## src/rtl/alu_issue_ctrl.sv

```systemverilog
// alu_issue_ctrl
//   Initiator side of the ALU interface in the multi-cycle datapath. Accepts one
//   decoded-instruction request at a time over valid/ready and encodes the ALU
//   operation. It drives the operands to the ALU, waits for the result, then
//   returns the captured result, ZERO, branch-taken and illegal flags over
//   valid/ready.
//
// Ports
//   clk, rst                      clock, synchronous active-high reset
//   req_valid / req_ready         request handshake (ready only in IDLE)
//   req_aluop, req_funct3,
//   req_funct7b5                  decoded instruction fields
//   req_rs1, req_rs2              operands (rs2 may carry an immediate)
//   ALU_Operation, Data1, Data2   registered drive to the ALU
//   ALU_result, ZERO              ALU outputs
//   rsp_valid / rsp_ready         response handshake
//   rsp_result, rsp_zero,
//   rsp_branch_taken, rsp_illegal captured response fields
module alu_issue_ctrl #(
    parameter int unsigned WIDTH    = 32,
    parameter int unsigned ALU_WAIT = 1
) (
    input  logic             clk,
    input  logic             rst,
    input  logic             req_valid,
    output logic             req_ready,
    input  logic [1:0]       req_aluop,
    input  logic [2:0]       req_funct3,
    input  logic             req_funct7b5,
    input  logic [WIDTH-1:0] req_rs1,
    input  logic [WIDTH-1:0] req_rs2,
    output logic [3:0]       ALU_Operation,
    output logic [WIDTH-1:0] Data1,
    output logic [WIDTH-1:0] Data2,
    input  logic [WIDTH-1:0] ALU_result,
    input  logic             ZERO,
    output logic             rsp_valid,
    input  logic             rsp_ready,
    output logic [WIDTH-1:0] rsp_result,
    output logic             rsp_zero,
    output logic             rsp_branch_taken,
    output logic             rsp_illegal
);

    localparam int unsigned CW = $clog2(ALU_WAIT + 1);

    localparam logic [3:0] OpAnd = 4'b0000;
    localparam logic [3:0] OpOr  = 4'b0001;
    localparam logic [3:0] OpAdd = 4'b0010;
    localparam logic [3:0] OpSub = 4'b0110;

    typedef enum logic [1:0] {StIdle, StExec, StResp} state_t;

    state_t        state;
    logic [CW-1:0] wait_cnt;
    logic          is_branch;
    logic          is_bne;
    logic [3:0]    dec_op;
    logic          dec_illegal;

    // Operation decode from the live request fields.
    always_comb begin
        dec_op      = OpAdd;
        dec_illegal = 1'b0;
        unique case (req_aluop)
            2'b00: dec_op = OpAdd;
            2'b01: begin
                dec_op      = OpSub;
                dec_illegal = (req_funct3 != 3'b000) && (req_funct3 != 3'b001);
            end
            2'b10: begin
                case (req_funct3)
                    3'b000:  dec_op = req_funct7b5 ? OpSub : OpAdd;
                    3'b110:  dec_op = OpOr;
                    3'b111:  dec_op = OpAnd;
                    default: dec_illegal = 1'b1;
                endcase
            end
            2'b11: begin
                case (req_funct3)
                    3'b000:  dec_op = OpAdd;
                    3'b110:  dec_op = OpOr;
                    3'b111:  dec_op = OpAnd;
                    default: dec_illegal = 1'b1;
                endcase
            end
            default: dec_illegal = 1'b1;
        endcase
    end

    always_ff @(posedge clk) begin
        if (rst) begin
            state            <= StIdle;
            wait_cnt         <= '0;
            req_ready        <= 1'b0;
            ALU_Operation    <= 4'b0000;
            Data1            <= '0;
            Data2            <= '0;
            is_branch        <= 1'b0;
            is_bne           <= 1'b0;
            rsp_valid        <= 1'b0;
            rsp_result       <= '0;
            rsp_zero         <= 1'b0;
            rsp_branch_taken <= 1'b0;
            rsp_illegal      <= 1'b0;
        end else begin
            unique case (state)
                StIdle: begin
                    // req_ready is registered, so it first rises one cycle after reset.
                    req_ready <= 1'b1;
                    if (req_valid && req_ready) begin
                        req_ready <= 1'b0;
                        if (dec_illegal) begin
                            // ALU drive is left untouched; respond immediately.
                            rsp_valid        <= 1'b1;
                            rsp_illegal      <= 1'b1;
                            rsp_result       <= '0;
                            rsp_zero         <= 1'b0;
                            rsp_branch_taken <= 1'b0;
                            state            <= StResp;
                        end else begin
                            ALU_Operation <= dec_op;
                            Data1         <= req_rs1;
                            Data2         <= req_rs2;
                            is_branch     <= (req_aluop == 2'b01);
                            is_bne        <= req_funct3[0];
                            // One issue cycle plus ALU_WAIT settle cycles before capture.
                            wait_cnt      <= CW'(ALU_WAIT);
                            state         <= StExec;
                        end
                    end
                end
                StExec: begin
                    if (wait_cnt == '0) begin
                        rsp_valid        <= 1'b1;
                        rsp_illegal      <= 1'b0;
                        rsp_result       <= ALU_result;
                        rsp_zero         <= ZERO;
                        rsp_branch_taken <= is_branch & (is_bne ? ~ZERO : ZERO);
                        state            <= StResp;
                    end else begin
                        wait_cnt <= wait_cnt - 1'b1;
                    end
                end
                StResp: begin
                    if (rsp_ready) begin
                        rsp_valid <= 1'b0;
                        req_ready <= 1'b1;
                        state     <= StIdle;
                    end
                end
                default: state <= StIdle;
            endcase
        end
    end

endmodule
```

## config.mk

```make
export PLATFORM = sky130hd
export DESIGN_NAME = alu_issue_ctrl
export DESIGN_NICKNAME = d
export VERILOG_FILES = /design/src/rtl/alu_issue_ctrl.sv
export SDC_FILE = /design/constraint.sdc
export NUM_CORES = 1
export LEC_CHECK = 0
export CAP_MARGIN = 25
export CORE_ASPECT_RATIO = 1.1
export CORE_MARGIN = 2
export CORE_UTILIZATION = 30
export CTS_BUF_LIST = sky130_fd_sc_hd__clkbuf_2 sky130_fd_sc_hd__clkbuf_4 sky130_fd_sc_hd__clkbuf_8
export DETAILED_ROUTE_END_ITERATION = 6
export DONT_BUFFER_PORTS = 1
export SLEW_MARGIN = 30
export SYNTH_ARGS = -nofsm -noshare
export SYNTH_HDL_FRONTEND = slang
export SYNTH_SLANG_ARGS = --single-unit
```

## constraint.sdc

```tcl
create_clock -name clk -period 2.9 [get_ports clk]
set_input_delay 0.58 -clock clk [delete_from_list [all_inputs] [get_ports clk]]
set_output_delay 0.58 -clock clk [all_outputs]
set_load 0.01 [all_outputs]
```

# After elaboration in Yosys (flattened, before gate mapping)
# Cells that the tools add are included.
[totals]
out_inout_bits = 105
word_cells = 83
input_bits = 107
reg_bits = 110
[classes]
eq_ne = 13
mux = 36
n_reduce_logical = 17
bitwise_logic = 3
add_sub_neg = 1
[op_table]
columns = ["op", "n"]
rows = [
  ["2-to-1 mux 32 bit", 3],
  ["one-hot mux 32 bit (2 select lines)", 1],
  ["2-to-1 mux 1 bit", 16],
  ["one-hot mux 4 bit (4 select lines)", 1],
  ["one-hot mux 1 bit (2 select lines)", 6],
  ["inequality test 2 bit, second input constant", 5],
  ["one-hot mux 3 bit (3 select lines)", 1],
  ["AND reduction 3 bit", 3],
  ["2-to-1 mux 2 bit", 4],
  ["== test 2 bit, second input constant", 3],
  ["== test 3 bit, second input constant", 2],
  ["one-hot mux 2 bit (3 select lines)", 1],
  ["nonzero test 3 bit", 2],
  ["AND reduction 5 bit", 1],
  ["== test 2 x 1 -> 1 bit, second input constant", 2],
  ["logical NOT 2 bit", 2],
  ["one-hot mux 2 bit (2 select lines)", 1],
  ["AND reduction 4 bit", 1],
  ["nonzero test 2 bit", 2],
  ["logical NOT 3 bit", 1],
  ["2-to-1 mux 3 bit", 1],
  ["inequality test 3 x 1 -> 1 bit, second input constant", 1],
  ["one-hot mux 1 bit (3 select lines)", 1],
  ["OR reduction 3 bit", 1],
  ["other kinds (6)", 8],
]

# Longest topological paths before layout
[logic_depth]
word_depth = 7
ltp_mapped = 6
mapped_depth_nobuf = 4

# Worst setup path after synthesis
# No wires, ideal clock.
[synth_timing]
kind = "input -> register"
from = "input req_valid"
to = "register rsp_branch_taken"
setup_slack_ns = 1.208
setup_time_ns = 0.120
stages = 5
t_required_ns = 2.780
n_path_buf = 1
arrival_ns = 1.572
cell_sequence = "and4bb_2 nor4b_4 nor2_4 buf_6 mux2i_1"
[synth_between]
elab_chain_len = 3
[synth_lines]
columns = ["item", "line", "source"]
rows = [
  ["from (decl)", "25", "input logic req_valid,"],
  ["logical AND 1 bit", "111", "if (req_valid && req_ready) begin"],
  ["inequality test 2 bit (no source line)", "n/a", ""],
  ["AND reduction 4 bit (no source line)", "n/a", ""],
  ["to (signal assigned)", "139", "rsp_branch_taken <= is_branch & (is_bne ? ~ZERO : ZERO);"],
  ["to (decl)", "41", "output logic rsp_branch_taken,"],
]
# Every way passes these cells.
# A chain may end at the register's enable or synchronous reset.

# Final worst setup path
[layout_timing]
from = "register req_ready"
to = "register ALU_Operation[1]"
[layout_between]
elab_chain_len = 2
[layout_lines]
columns = ["item", "line", "source"]
rows = [
  ["from (decl)", "26", "output logic req_ready,"],
  ["from (signal assigned)", "95", "req_ready <= 1'b0;"],
  ["from (signal assigned)", "110", "req_ready <= 1'b1;"],
  ["from (signal assigned)", "112", "req_ready <= 1'b0;"],
  ["logical AND 1 bit", "111", ""],
  ["AND reduction 3 bit (no source line)", "n/a", ""],
  ["to (signal assigned)", "122", "ALU_Operation <= dec_op;"],
  ["to (decl)", "32", "output logic [3:0] ALU_Operation,"],
]
# Every way passes these cells.

==> impl_metrics.csv <==
group,metric,value,unit
floorplan,die-area,0.01477,mm^2
pwr,p_sw,0.6561,mW
drt,firstDrtPassIters,4,
finish,multi_input_area,0.001782,mm^2
drt,antenna_left,0,
global_routing,grt_pass1_wl,14900,um
logic_synthesis,synthCells,484,
cts,clk-insertion-delay-late,0.37,ns
sta,period_needed,1.961,ns
finish,area_growth,8.424,%
cts,cts_setup_buffers,0,
logic_synthesis,synthArstFlopShare,0,%
global_routing,grt_pass1_vias,2981,
drt,drtIter0Drc,171,
finish,fin_area,0.004493,mm^2
finish,num-nets-final,573,
critical_path,crit_arrival,2.25,ns
finish,num_antenna_cells,0,
finish,layout.cells.non_filler,659,
floorplan,fp.dieW,116.1,um
hold_path,hold_depth,1,
floorplan,io_pins,212,
logic_synthesis,avgSynthCellArea,8.562,um^2
global_routing,grt_util_all_layers,12.98,%
global_routing,antenna_found_initial,0,
cts,cts_hold_buf,0,
cts,cts_tree,"built",
sta,timing.fmax,0.5101,GHz
sta,finalSetupViolCount,0,
pwr,combPwrFrac,5.8,%
pwr,clkPwrFrac,37.4,%
logic_synthesis,ys_seq_elements,109,
cts,cts-buffers-inserted,9,
floorplan,fp.dieH,127.3,um
logic_synthesis,synth_cell_types,28,
logic_synthesis,synth_ff_type,"dfxtp_1",
critical_path,critPathKind,"reg2reg",
sta,fin_tns_setup,0,ns
critical_path,regToRegSetupSlack,0.94,ns
cts,clockRootBuffer,"clkbuf_8",
critical_path,rr_worst_depth,5,
floorplan,start_util,30.41,%
critical_path,r2r-start,"req_ready$_SDFFE_PP0P_",
sta,slew_viol_final,0,
sta,relSlewSlack,62.09,%
hold_path,holdPathEnd,"Data2[18]$_SDFFE_PP0P_",
placed_design,postPlaceCellArea,0.004260,mm^2
floorplan,rows,45,
floorplan,coreArea,0.01363,mm^2
logic_synthesis,yosysSeqAreaShare,52.66,%
hold_path,min_from,"rst",
finish,final_core_util,32.98,%
logic_synthesis,synthesis.area,0.004144,mm^2
critical_path,crit_path_end_kind,"flip-flop",
global_routing,grt_overflow_total,0,
cts,path_clk_slew,0.10,ns
pwr,p_seq_share,56.8,%
pwr,power.density,622.9,mW/mm^2
cts,post_cts_resize_count,0,
sta,finalWorstSetupSlack,0.9395,ns
critical_path,worstSetupStartpointType,"flip-flop",
outcome,status,"finished, final reports clean",
logic_synthesis,synth_nets,591,
global_routing,grt_max_degree,111,
drt,drt_wl_total,10060,um
finish,final_common_cell,"nand2_1",
finish,fillCellCount,1448,
finish,final_cell_mix,"167 x nand2_1, 109 x dfxtp_1, 69 x a21oi_1, 35 x nand2b_1, 34 x mux2i_1",
placed_design,placement.io_buffers,0,
placed_design,gp_congestion,0.6845,
pwr,total_power,2.799,mW
cts,cts.path.max_buffers,2,
sta,hold_viol_final,0,
cts,clock_sinks,109,
placed_design,hpwl,7280,um
finish,drive_gt1_share,6.157,%
sta,layout_worst_path_cycle_share,67.60,%
pwr,max-vdd-ir-drop,0.2290,mV
run,drv_cap,0,
placed_design,place_ws,0.7686,ns
critical_path,cpPeakStageDelay,0.48,ns
placed_design,dp.cells,643,
critical_path,worst_path_max_delay_cell,"o31a_2",
logic_synthesis,synth_edf_count,0,
cts,htreeDepth,3,
critical_path,cp.required,3.19,ns
pwr,p_leak,1.612,nW
drt,num_vias,3130,
sta,fin_skew,0.008285,ns
sta,hold_ws,0.2811,ns
pwr,internal-power,2.142,mW
sta,rsz0062_at_grt,"false",
drt,wl_per_cell,15.26,um
sta,worstMarginPinSlew,0.5686,ns
critical_path,crit_fanout,51,
drt,drcViolationCount,0,
finish,ff_latch_area,0.002182,mm^2
pwr,switching_share,23.44,%
drt,vias_per_cell,4.750,
hold_path,hold_path.class,"in2reg",
critical_path,r2r-end,"ALU_Operation[1]$_SDFFE_PP0P_",
critical_path,cp_cell_sequence,"and4bb_2 -> o31a_2 -> buf_12 -> nor2_1 -> a211oi_1",
logic_synthesis,synth_warnings,0,
-- how the worst max path moves through the flow --
stage / from / cells after the start / slack (ns) / to
after CTS: req_ready$_SDFFE_PP0P_ / 5 / 0.91 / ALU_Operation[1]$_SDFFE_PP0P_
after floorplan: req_valid / 5 / 1.21 / rsp_branch_taken$_SDFFE_PP0P_
final: req_ready$_SDFFE_PP0P_ / 5 / 0.94 / ALU_Operation[1]$_SDFFE_PP0P_
after global placement: req_aluop[0] / 5 / 0.81 / ALU_Operation[1]$_SDFFE_PP0P_
after detailed placement: req_aluop[0] / 5 / 0.77 / ALU_Operation[1]$_SDFFE_PP0P_
after global routing: req_ready$_SDFFE_PP0P_ / 5 / 0.79 / Data2[5]$_SDFFE_PP0P_
-- cell type report --
cell class                 instances  share of cell area (%)
clock buffer                      11                   3.370
clock inverter                     5                   1.810
inverter                           3                  0.2506
multi-input combinational        338                   39.65
sequential                       109                   48.57
tap                              188                   5.235
timing repair buffer               5                   1.114
-- logic make-up (layout without fill, tap and decap cells) --
group / count (synthesis) / count (layout) / synth area share, %
compound gates: 77 / 77 / 10.48
simple gates: 225 / 225 / 23.91
flops: 109 / 109 / 52.66
mux: 34 / 34 / 8.213
xor+xnor: 1 / 1 / 0.2114
buf+inv: 37 / 24 / 4.438
other cells: 1 / 1 / 0.09049
-- power by group through the flow --
| stage | logic (mW) | registers, mW | clock network, mW |
|---|---|---|---|
| after detailed placement | 0.165 | 1.63 | 0 |
| after global routing | 0.181 | 1.60 | 1.14 |
| after CTS | 0.165 | 1.59 | 1.09 |
| after floorplan | 0.162 | 1.61 | 0 |
| final | 0.162 | 1.59 | 1.05 |
| after global placement | 0.157 | 1.62 | 0 |
-- flip-flops by register name, summed over array words and instances, names as in the netlist, 2 cells and up --
| name | flops |
|---|---|
| rsp_result | 32 |
| state | 2 |
| Data1 | 32 |
| ALU_Operation | 3 |
| Data2 | 32 |
-- cells in the mapped netlist (all sizes together) (3+ instances only) --
cell / count / share of area, %
a21oi: 69 / 8.3
nor2: 11 / 1.2
nor3: 6 / 0.72
a211oi: 3 / 0.85
nand2b: 35 / 5.3
mux2i: 34 / 8.2
clkbuf: 19 / 1.7
nand2: 167 / 15
dfxtp: 109 / 53
buf: 15 / 2.4
inv: 3 / 0.27
-- critical path: cells and delay by family (launching register included) --
family | cells | cell delay (ns)
simple gates | 2 | 0.45
buf+inv | 1 | 0.29
compound gates | 2 | 0.68
flops | 1 | 0.44
-- routing by layer --
metal / vias up / part of all wire (%) / global-route usage [%]
li1: 1530 / - / -
met1: 1440 / 42 / 14.99
met2: 148 / 46 / 21.40
met3: 12 / 10 / 4.744
met4: 0 / 1.9 / 5.812
met5: - / 0 / 0
Note: power is estimated with default switching activity, not from simulation.
